--- config.mk ---
export PLATFORM = sky130hd
export DESIGN_NAME = tcp_conn_ctrl
export DESIGN_NICKNAME = d
export VERILOG_FILES = /design/src/rtl/tcp_conn_ctrl.sv
export SDC_FILE = /design/constraint.sdc
export NUM_CORES = 1
export LEC_CHECK = 0
export CORE_ASPECT_RATIO = 1.25
export CORE_MARGIN = 1
export CORE_UTILIZATION = 50
export DETAILED_ROUTE_END_ITERATION = 8
export GPL_TIMING_DRIVEN = 0
export PLACE_DENSITY = 0.88
export SETUP_SLACK_MARGIN = 0.5
export SLEW_MARGIN = 5
export SYNTH_ARGS = -nofsm -noshare
export SYNTH_HDL_FRONTEND = slang
export SYNTH_SLANG_ARGS = --single-unit
--- constraint.sdc ---
create_clock -name clk -period 10.7 [get_ports clk]
set_input_delay 2.14 -clock clk [delete_from_list [all_inputs] [get_ports clk]]
set_output_delay 2.14 -clock clk [all_outputs]
set_load 0.005 [all_outputs]
--- src/rtl/tcp_conn_ctrl.sv ---
// rtl/tcp_conn_ctrl.sv - passive-open TCP connection controller (LISTEN/SYN_RCVD/ESTABLISHED/LAST_ACK)
module tcp_conn_ctrl #(
  parameter logic [15:0] LOCAL_PORT = 16'd5000,
  parameter logic [31:0] ISN        = 32'h0000_1000,
  parameter logic [31:0] TIMEOUT    = 32'd1_000_000
) (
  input  logic        clk,
  input  logic        rst,
  input  logic        seg_valid_i,
  input  logic        crc_ok_i,
  input  logic [15:0] seg_src_port_i,
  input  logic [15:0] seg_dst_port_i,
  input  logic [31:0] seg_seq_i,
  input  logic [31:0] seg_ack_i,
  input  logic [5:0]  seg_flags_i,
  input  logic [15:0] seg_data_len_i,
  output logic        tx_req_o,
  input  logic        tx_done_i,
  output logic [5:0]  tx_flags_o,
  output logic [31:0] tx_seq_o,
  output logic [31:0] tx_ack_o,
  output logic [15:0] tx_dst_port_o,
  output logic [2:0]  state_o,
  output logic        conn_est_o,
  output logic [15:0] drop_cnt_o
);

  typedef enum logic [2:0] {
    S_LISTEN   = 3'd0,
    S_SYN_RCVD = 3'd1,
    S_ESTAB    = 3'd2,
    S_LAST_ACK = 3'd3
  } state_t;

  localparam logic [5:0] F_ACK = 6'b010000;
  localparam logic [5:0] F_RST = 6'b000100;
  localparam logic [5:0] F_SYN = 6'b000010;
  localparam logic [5:0] F_FIN = 6'b000001;

  state_t      state_q, state_d;
  logic [15:0] remote_port_q, remote_port_d;
  logic [31:0] rcv_nxt_q, rcv_nxt_d;
  logic [31:0] snd_nxt_q, snd_nxt_d;
  logic [15:0] drop_cnt_q, drop_cnt_d;
  logic [31:0] tmo_cnt_q, tmo_cnt_d;
  logic        tx_req_q, tx_req_d;
  logic [5:0]  tx_flags_q, tx_flags_d;
  logic [31:0] tx_seq_q, tx_seq_d;
  logic [31:0] tx_ack_q, tx_ack_d;
  logic [15:0] tx_port_q, tx_port_d;

  logic        f_ack, f_rst, f_syn, f_fin;
  logic        accept, busy, process;
  logic        timed_state;
  logic        issue;
  logic [5:0]  rsp_flags;
  logic [31:0] rsp_seq, rsp_ack;
  logic [15:0] rsp_port;
  logic [31:0] rcv_inorder;
  logic        unused_flags;

  assign f_ack = seg_flags_i[4];
  assign f_rst = seg_flags_i[2];
  assign f_syn = seg_flags_i[1];
  assign f_fin = seg_flags_i[0];
  // URG and PSH carry no meaning for connection control
  assign unused_flags = seg_flags_i[5] ^ seg_flags_i[3];

  // A segment belongs to us if checksum and port match; once a peer is latched only it may talk
  assign accept = seg_valid_i & crc_ok_i & (seg_dst_port_i == LOCAL_PORT) &
                  ((state_q == S_LISTEN) | (seg_src_port_i == remote_port_q));
  assign busy    = tx_req_q & ~tx_done_i;
  assign process = accept & ~busy;
  assign timed_state = (state_q == S_SYN_RCVD) | (state_q == S_LAST_ACK);
  // Next expected sequence after an in-order segment; a FIN consumes one sequence number
  assign rcv_inorder = rcv_nxt_q + {16'd0, seg_data_len_i} + {31'd0, f_fin};

  // State and datapath registers, all cleared asynchronously
  always_ff @(posedge clk or posedge rst) begin
    if (rst) begin
      state_q       <= S_LISTEN;
      remote_port_q <= '0;
      rcv_nxt_q     <= '0;
      snd_nxt_q     <= '0;
      drop_cnt_q    <= '0;
      tmo_cnt_q     <= '0;
      tx_req_q      <= 1'b0;
      tx_flags_q    <= '0;
      tx_seq_q      <= '0;
      tx_ack_q      <= '0;
      tx_port_q     <= '0;
    end else begin
      state_q       <= state_d;
      remote_port_q <= remote_port_d;
      rcv_nxt_q     <= rcv_nxt_d;
      snd_nxt_q     <= snd_nxt_d;
      drop_cnt_q    <= drop_cnt_d;
      tmo_cnt_q     <= tmo_cnt_d;
      tx_req_q      <= tx_req_d;
      tx_flags_q    <= tx_flags_d;
      tx_seq_q      <= tx_seq_d;
      tx_ack_q      <= tx_ack_d;
      tx_port_q     <= tx_port_d;
    end
  end

  // Next-state: timeout first, then segment handling so a segment transition overrides it
  always_comb begin
    state_d       = state_q;
    remote_port_d = remote_port_q;
    rcv_nxt_d     = rcv_nxt_q;
    snd_nxt_d     = snd_nxt_q;
    drop_cnt_d    = drop_cnt_q;
    issue         = 1'b0;
    rsp_flags     = '0;
    rsp_seq       = '0;
    rsp_ack       = '0;
    rsp_port      = remote_port_q;

    if (timed_state && (tmo_cnt_q == TIMEOUT - 32'd1)) begin
      state_d = S_LISTEN;
    end

    if (accept && busy) begin
      if (drop_cnt_q != 16'hFFFF) drop_cnt_d = drop_cnt_q + 16'd1;
    end else if (process) begin
      case (state_q)
        S_LISTEN: begin
          if (f_syn && !f_ack && !f_rst) begin
            remote_port_d = seg_src_port_i;
            rcv_nxt_d     = seg_seq_i + 32'd1;
            snd_nxt_d     = ISN;
            issue         = 1'b1;
            rsp_flags     = F_SYN | F_ACK;
            rsp_seq       = ISN;
            rsp_ack       = seg_seq_i + 32'd1;
            rsp_port      = seg_src_port_i;
            state_d       = S_SYN_RCVD;
          end
        end
        S_SYN_RCVD: begin
          if (f_rst) begin
            state_d = S_LISTEN;
          end else if (f_ack && (seg_ack_i == ISN + 32'd1)) begin
            snd_nxt_d = ISN + 32'd1;
            state_d   = S_ESTAB;
          end else if (f_syn && (seg_seq_i + 32'd1 == rcv_nxt_q)) begin
            // Peer lost our SYN|ACK: send it again
            issue     = 1'b1;
            rsp_flags = F_SYN | F_ACK;
            rsp_seq   = ISN;
            rsp_ack   = rcv_nxt_q;
          end
        end
        S_ESTAB: begin
          if (f_rst) begin
            state_d = S_LISTEN;
          end else if (seg_seq_i == rcv_nxt_q) begin
            rcv_nxt_d = rcv_inorder;
            if (f_fin) begin
              issue     = 1'b1;
              rsp_flags = F_FIN | F_ACK;
              rsp_seq   = snd_nxt_q;
              rsp_ack   = rcv_inorder;
              state_d   = S_LAST_ACK;
            end else if (seg_data_len_i != 16'd0) begin
              issue     = 1'b1;
              rsp_flags = F_ACK;
              rsp_seq   = snd_nxt_q;
              rsp_ack   = rcv_inorder;
            end
          end else if ((seg_data_len_i != 16'd0) || f_fin) begin
            // Out-of-order data: re-announce what we still expect
            issue     = 1'b1;
            rsp_flags = F_ACK;
            rsp_seq   = snd_nxt_q;
            rsp_ack   = rcv_nxt_q;
          end
        end
        S_LAST_ACK: begin
          if (f_ack && (seg_ack_i == snd_nxt_q + 32'd1)) begin
            state_d = S_LISTEN;
          end
        end
        default: state_d = S_LISTEN;
      endcase
    end

    // Returning to LISTEN forgets the peer; an already issued response still completes
    if (state_d == S_LISTEN) begin
      remote_port_d = '0;
      rcv_nxt_d     = '0;
      snd_nxt_d     = '0;
    end

    if (state_d != state_q) tmo_cnt_d = '0;
    else if (timed_state)   tmo_cnt_d = tmo_cnt_q + 32'd1;
    else                    tmo_cnt_d = '0;

    tx_req_d   = tx_req_q;
    tx_flags_d = tx_flags_q;
    tx_seq_d   = tx_seq_q;
    tx_ack_d   = tx_ack_q;
    tx_port_d  = tx_port_q;
    if (issue) begin
      tx_req_d   = 1'b1;
      tx_flags_d = rsp_flags;
      tx_seq_d   = rsp_seq;
      tx_ack_d   = rsp_ack;
      tx_port_d  = rsp_port;
    end else if (tx_done_i) begin
      tx_req_d = 1'b0;
    end
  end

  // Outputs straight from registers so reset clears them without waiting for a clock
  always_comb begin
    tx_req_o      = tx_req_q;
    tx_flags_o    = tx_flags_q;
    tx_seq_o      = tx_seq_q;
    tx_ack_o      = tx_ack_q;
    tx_dst_port_o = tx_port_q;
    state_o       = state_q;
    conn_est_o    = (state_q == S_ESTAB);
    drop_cnt_o    = drop_cnt_q;
  end

endmodule

==> results of run 1 <==
## worst paths after layout
kind                               endpoint         start  slack, ns
setup / recovery               tx_ack_o[19]  seg_seq_i[0]       4.54
hold / removal                 tmo_cnt_q[0]  tmo_cnt_q[0]       0.49
setup reg to reg              rcv_nxt_q[28]  rcv_nxt_q[0]       6.60
hold reg to reg                tmo_cnt_q[0]  tmo_cnt_q[0]       0.49
max in group asynchronous     rcv_nxt_q[26]           rst       7.71
min in group asynchronous  tx_dst_port_o[4]           rst       2.16
## stage by stage
| stage | cell area, um^2 | setup WS [ns] |
|---|---|---|
| floorplan | 11410 | 4.382 |
| global placement | 13560 | 2.384 |
| detailed placement | 13590 | 4.178 |
| CTS | 14170 | 4.623 |
| global route | 14170 | 4.496 |
| finish | 14170 | 4.537 |
## synth_stat cells (7+ instances only)
| library cell | number | area share |
|---|---|---|
| inv_1 | 17 | 0.0057 |
| a21oi_2 | 7 | 0.0054 |
| nand2b_1 | 13 | 0.0072 |
| and2_1 | 14 | 0.0078 |
| nor3_1 | 23 | 0.010 |
| and3_1 | 27 | 0.015 |
| o22ai_1 | 26 | 0.014 |
| mux2i_1 | 25 | 0.022 |
| and4_1 | 8 | 0.0062 |
| nand3_1 | 41 | 0.018 |
| ha_1 | 18 | 0.020 |
| xor2_1 | 54 | 0.042 |
| xnor2_1 | 96 | 0.074 |
| or3_1 | 9 | 0.0050 |
| a22o_1 | 7 | 0.0054 |
| o21ai_0 | 45 | 0.020 |
| buf_2 | 8 | 0.0035 |
| nand4_1 | 33 | 0.018 |
| a31oi_1 | 21 | 0.012 |
| dfrtp_1 | 155 | 0.34 |
| o2bb2ai_1 | 12 | 0.0093 |
| a21oi_1 | 71 | 0.031 |
| a22oi_1 | 8 | 0.0053 |
| nor2_1 | 174 | 0.058 |
| buf_4 | 45 | 0.030 |
| clkbuf_1 | 55 | 0.018 |
| o21a_1 | 10 | 0.0066 |
| nand2_1 | 146 | 0.049 |
| nor4_1 | 30 | 0.017 |
| o211ai_1 | 17 | 0.011 |
| a21o_1 | 9 | 0.0060 |
## cell families after synthesis
group / after synthesis / share of synthesized area
AND/OR/NAND/NOR: 566 / 0.2504
AO/OA/AOI/OAI: 290 / 0.1714
XOR/XNOR: 150 / 0.1164
multiplexers: 32 / 0.02914
buffers and inverters: 135 / 0.06527
adder cells (fa/ha/maj): 20 / 0.02349
flip-flops: 155 / 0.3435
other: 1 / 0.0003321
## where the power goes
group          total, mW  internal (mW)  switching (mW)
Sequential         0.585          0.585    0.0000000917
Combinational      0.151         0.0727          0.0784
Clock              0.599          0.311           0.288
Total               1.34          0.969           0.367
## final cells by class
type                            instances  area, um^2
Multi-Input combinational cell       1091        6795
Sequential cell                       155        3879
Fill cell                            1881        8043
Timing Repair Buffer                  180        1819
Clock buffer                           17       425.4
Inverter                               18       75.07
Tap cell                              283       354.1
Clock inverter                         15       150.1
Buffer                                117       669.4
## routing by layer
metal | share of wire | GRT usage
met4 | 0.048 | 0.1749
met1 | 0.37 | 0.4013
met3 | 0.092 | 0.06405
met5 | 0 | 0
met2 | 0.49 | 0.5895
## sequential cells by signal (all words and copies together) (netlist names)
name and flops:
drop_cnt_o 16, rcv_nxt_q 32, remote_port_q 16, snd_nxt_q 2, state_o 3, tmo_cnt_q 32, tx_ack_o 32, tx_dst_port_o 16
tx_flags_o 3, tx_req_o 1, tx_seq_o 2
==> impl_metrics.ini, run 1 <==
[clock_network]
clkLatencyLatePin_ns = 0.43
cts_htree_levels = 4
ctsResizeCount = 0
cts_setup_buffers = 0
clock-sinks = 155
clkTransAtPathRegs_ns = 0.07
numCtsBuffers = 17
cts_buffer_depth = 2
cts_hold_buf = 0
cts_tree = yes
clockRootBuffer = clkbuf_16

[yosys]
ys.flop_type = dfrtp_1
ys_ff_latch = 155
yosysSeqAreaShare = 0.3435
synth.distinct_cells = 85
synth_edf_count = 0
avgSynthCellArea_um2 = 8.370
ys_warn_count = 0
syn_inst = 1349
netlist_area_mm2 = 0.01129
async_flop_share = 1.000

[global_routing]
grt_pass1_vias = 11120
grt_max_degree = 93
gr-total-overflow = 0
grt_usage = 0.3420
grt_pass1_wl_um = 60290
antenna_found_initial = 0

[finish]
post-route-util = 0.6379
final_common_cell = clkdlybuf4s50_1
finalNonFillerCells = 1876
area_growth_pct = 25.48
diodes = 0
final_cell_mix = 179 x clkdlybuf4s50_1, 174 x nor2_1, 155 x dfrtp_1, 146 x nand2_1, 96 x xnor2_1
drive_gt1_frac = 0.07972
fin_nets = 1723

[timing]
fin_crit_sh = 0.5760
min_period_ns = 6.163
hold_viol = 0
worst_pin_slew_ns = 1.293
fin_worst_skew_ns = 0.01540
rsz0062_at_grt = no
hold_ws_ns = 0.4912
slew_headroom = 0.1308
fmax_ghz = 0.1623
final_max_slew_viol_count = 0
setup_viol = 0
setup_tns_ns = 0

[setup_path]
slowest_delay_ns = 0.72
cp_top_family = simple AND/OR/NAND/NOR gates
cp_data_required_time_ns = 11.04
worstPathCellList = clkdlybuf4s50_1 -> and4_1 -> buf_2 -> nand3_2 -> nor4_1 -> mux2_2 -> or4_1 -> nor4_4 -> buf_6 -> buf_6 -> o21ai_0 -> a21oi_1
ff2ff_path_depth = 11
crit_top_cell = buf_6
cp_data_arrival_time_ns = 6.51
crit_buf_inv = 4
path_depth = 12
critPathKind = input port to register
critPathSlowestCell = clkdlybuf4s50_1
worst_setup_path_end_kind = register
worst-path-max-fanout = 10
cp-start-kind = input port

[die]
die_x_um = 136.4
die_h_um = 170.0
core_mm2 = 0.02221
num_io_pins = 230
rows = 61
die_area_mm2 = 0.02319
initial_core_util = 0.5084

[run]
cap_violations = 0

[min_path]
holdPathStages = 1
holdCritPathClass = register to register

[detailed_routing]
drc = 0
vias_per_cell = 6.167
wire_per_inst_um = 21.16
postRouteWirelength_um = 39710
vias = 11570
postRouteAntennaNets = 0
drt_iter0_markers = 1061
first_pass_iters = 6

[power_and_ir_drop]
cellLeakagePower_nw = 6.132
power_density_mw_per_mm2 = 94.27
p_total_mw = 1.336
vdd_ir_drop_max_v = 0.00009716

[placed_design]
io_buffer_count = 179
dp_hpwl_um = 30600
dp_cells = 1844
gp_congestion = 0.9872

[run_status]
status = finished clean
No activity file was read; power rests on OpenSTA's default activity.
==> inputs of run 2 (changes only) <==
==> constraint.sdc (replaced) <==
create_clock -name clk -period 6.05 [get_ports clk]
set_input_delay 1.21 -clock clk [delete_from_list [all_inputs] [get_ports clk]]
set_output_delay 1.21 -clock clk [all_outputs]
set_load 0.005 [all_outputs]
==> results of run 2 <==
The final DEF is identical to that of run 1. Status: finished clean.
Among the figures that moved: setup slack after placement 4.178 ns -> 0.4577 ns; setup slack after layout 4.537 ns -> 0.8167 ns; register-to-register setup slack 6.60 ns -> 1.95 ns; total power 1.336 mW -> 2.362 mW; worst IR drop on VDD 0.00009716 V -> 0.0001718 V
==> inputs of run 3 (changes only) <==
--- a/config.mk
+++ b/config.mk
@@ -7,10 +7,11 @@
 export LEC_CHECK = 0
 export CORE_ASPECT_RATIO = 1.25
 export CORE_MARGIN = 1
-export CORE_UTILIZATION = 50
+export CORE_UTILIZATION = 49
 export DETAILED_ROUTE_END_ITERATION = 8
+export DONT_BUFFER_PORTS = 1
 export GPL_TIMING_DRIVEN = 0
-export PLACE_DENSITY = 0.88
+export PLACE_DENSITY = 0.74
 export SETUP_SLACK_MARGIN = 0.5
 export SLEW_MARGIN = 5
 export SYNTH_ARGS = -nofsm -noshare
==> impl_metrics.ini, run 3 (synthesized netlist as in run 1, its figures left out) <==
[die]
rows = 61
core_mm2 = 0.02244
die_x_um = 137.8
die_area_mm2 = 0.02366
initial_core_util = 0.5032
die_h_um = 171.7
num_io_pins = 230

[global_routing]
grt_max_degree = 85
gr-total-overflow = 0
grt_pass1_wl_um = 57660
antenna_found_initial = 4
grt_pass1_vias = 10240
grt_usage = 0.3276

[clock_network]
clock-sinks = 155
cts_tree = yes
clkTransAtPathRegs_ns = 0.06
cts_setup_buffers = 0
numCtsBuffers = 17
clkLatencyLatePin_ns = 0.45
cts_hold_buf = 0
cts_buffer_depth = 2
clockRootBuffer = clkbuf_16
ctsResizeCount = 0
cts_htree_levels = 4

[setup_path]
crit_top_cell = buf_6
cp_data_required_time_ns = 6.42
worst-path-max-fanout = 10
slowest_delay_ns = 0.62
critPathKind = input port to register
worst_setup_path_end_kind = register
worstPathCellList = buf_4 -> and4_1 -> clkbuf_1 -> nand3_2 -> nor4_1 -> mux2_2 -> or4_1 -> nor4_4 -> buf_6 -> buf_6 -> o21ai_0 -> a21oi_1
cp-start-kind = input port
cp_data_arrival_time_ns = 5.07
critPathSlowestCell = nor4_4

[finish]
fin_nets = 1544
final_cell_mix = 174 x nor2_1, 155 x dfrtp_1, 146 x nand2_1, 96 x xnor2_1, 71 x a21oi_1
final_common_cell = nor2_1
finalNonFillerCells = 1701
drive_gt1_frac = 0.08911
area_growth_pct = 10.01
fillers = 2097

[timing]
min_period_ns = 4.700
slew_headroom = 0.1423
setup_viol = 0
rsz0062_at_grt = no
worst_pin_slew_ns = 1.276
fmax_ghz = 0.2127
fin_worst_skew_ns = 0.02008
final_max_slew_viol_count = 0
fin_crit_sh = 0.7769
hold_ws_ns = 0.4939
setup_tns_ns = 0
hold_viol = 0

[detailed_routing]
first_pass_iters = 5
vias_per_cell = 6.267
drc = 0
postRouteWirelength_um = 38100
vias = 10660
wire_per_inst_um = 22.40
drt_iter0_markers = 987
postRouteAntennaNets = 0

[run]
cap_violations = 0

[power_and_ir_drop]
vdd_ir_drop_max_v = 0.0002230
cellLeakagePower_nw = 5.482
power_density_mw_per_mm2 = 187.5

[placed_design]
dp_cells = 1665
gp_congestion = 0.9874
io_buffer_count = 0
dp_hpwl_um = 29190

[min_path]
holdCritPathClass = register to register

[run_status]
status = finished clean
[run 3: stage by stage]
stage | utilization | cell area (um^2) | power [mW] | worst slack (ns)
CTS | 0.5531 | 12410 | 2.331 | 1.458
global route | 0.5534 | 12420 | 2.389 | 1.154
finish | 0.5535 | 12420 | 2.329 | 1.350
global placement | 0.5243 | 11770 | 1.226 | -1.052
floorplan | - | 11410 | 1.193 | 0.6618
detailed placement | 0.5259 | 11800 | 1.231 | 1.000
[run 3: path summary, 6_finish.rpt]
check | start | end | slack (ns) | depth (start not counted)
worst max-delay path | seg_seq_i[6] | tx_ack_o[19] | 1.35 | 12
worst min-delay path | tmo_cnt_q[0] | tmo_cnt_q[0] | 0.49 | 1
worst max register to register | rcv_nxt_q[0] | rcv_nxt_q[28] | 1.94 | 11
worst min register to register | tmo_cnt_q[0] | tmo_cnt_q[0] | 0.49 | 1
max in group asynchronous | rst | tx_flags_o[4] | 4.58 | 2
min in group asynchronous | rst | tmo_cnt_q[21] | 0.67 | 1
[run 3: power by group]
part	switching (mW)	internal, mW
sequential	0.000000150	1.04
combinational	0.108	0.0703
clock	0.457	0.658
total	0.565	1.76
[run 3: final cells by class]
cell class / instances / area [um^2] / area share
repair buffers: 1 / 27.53 / 0.002216
diodes: 4 / 10.01 / 0.0008059
flip-flops and latches: 155 / 3879 / 0.3123
plain buffers: 117 / 669.4 / 0.05389
well taps: 283 / 354.1 / 0.02851
clock inverters: 10 / 126.4 / 0.01017
multi-input cells: 1091 / 6795 / 0.5471
clock buffers: 22 / 484.2 / 0.03898
inverters: 18 / 75.07 / 0.006044
[run 3: worst max-delay path, delay by kind of cell]
family	cells	cell delay, ns
compound gates	2	0.41
mux	1	0.41
buf+inv	4	0.91
simple gates	5	2.13
[run 3: metal layers]
metal	vias up	part of all wire	GRT usage
met3	120	0.11	0.1070
met4	0	0.048	0.1853
met1	5028	0.36	0.3705
met2	642	0.48	0.5388
li1	4870	-	-
met5	-	0	0
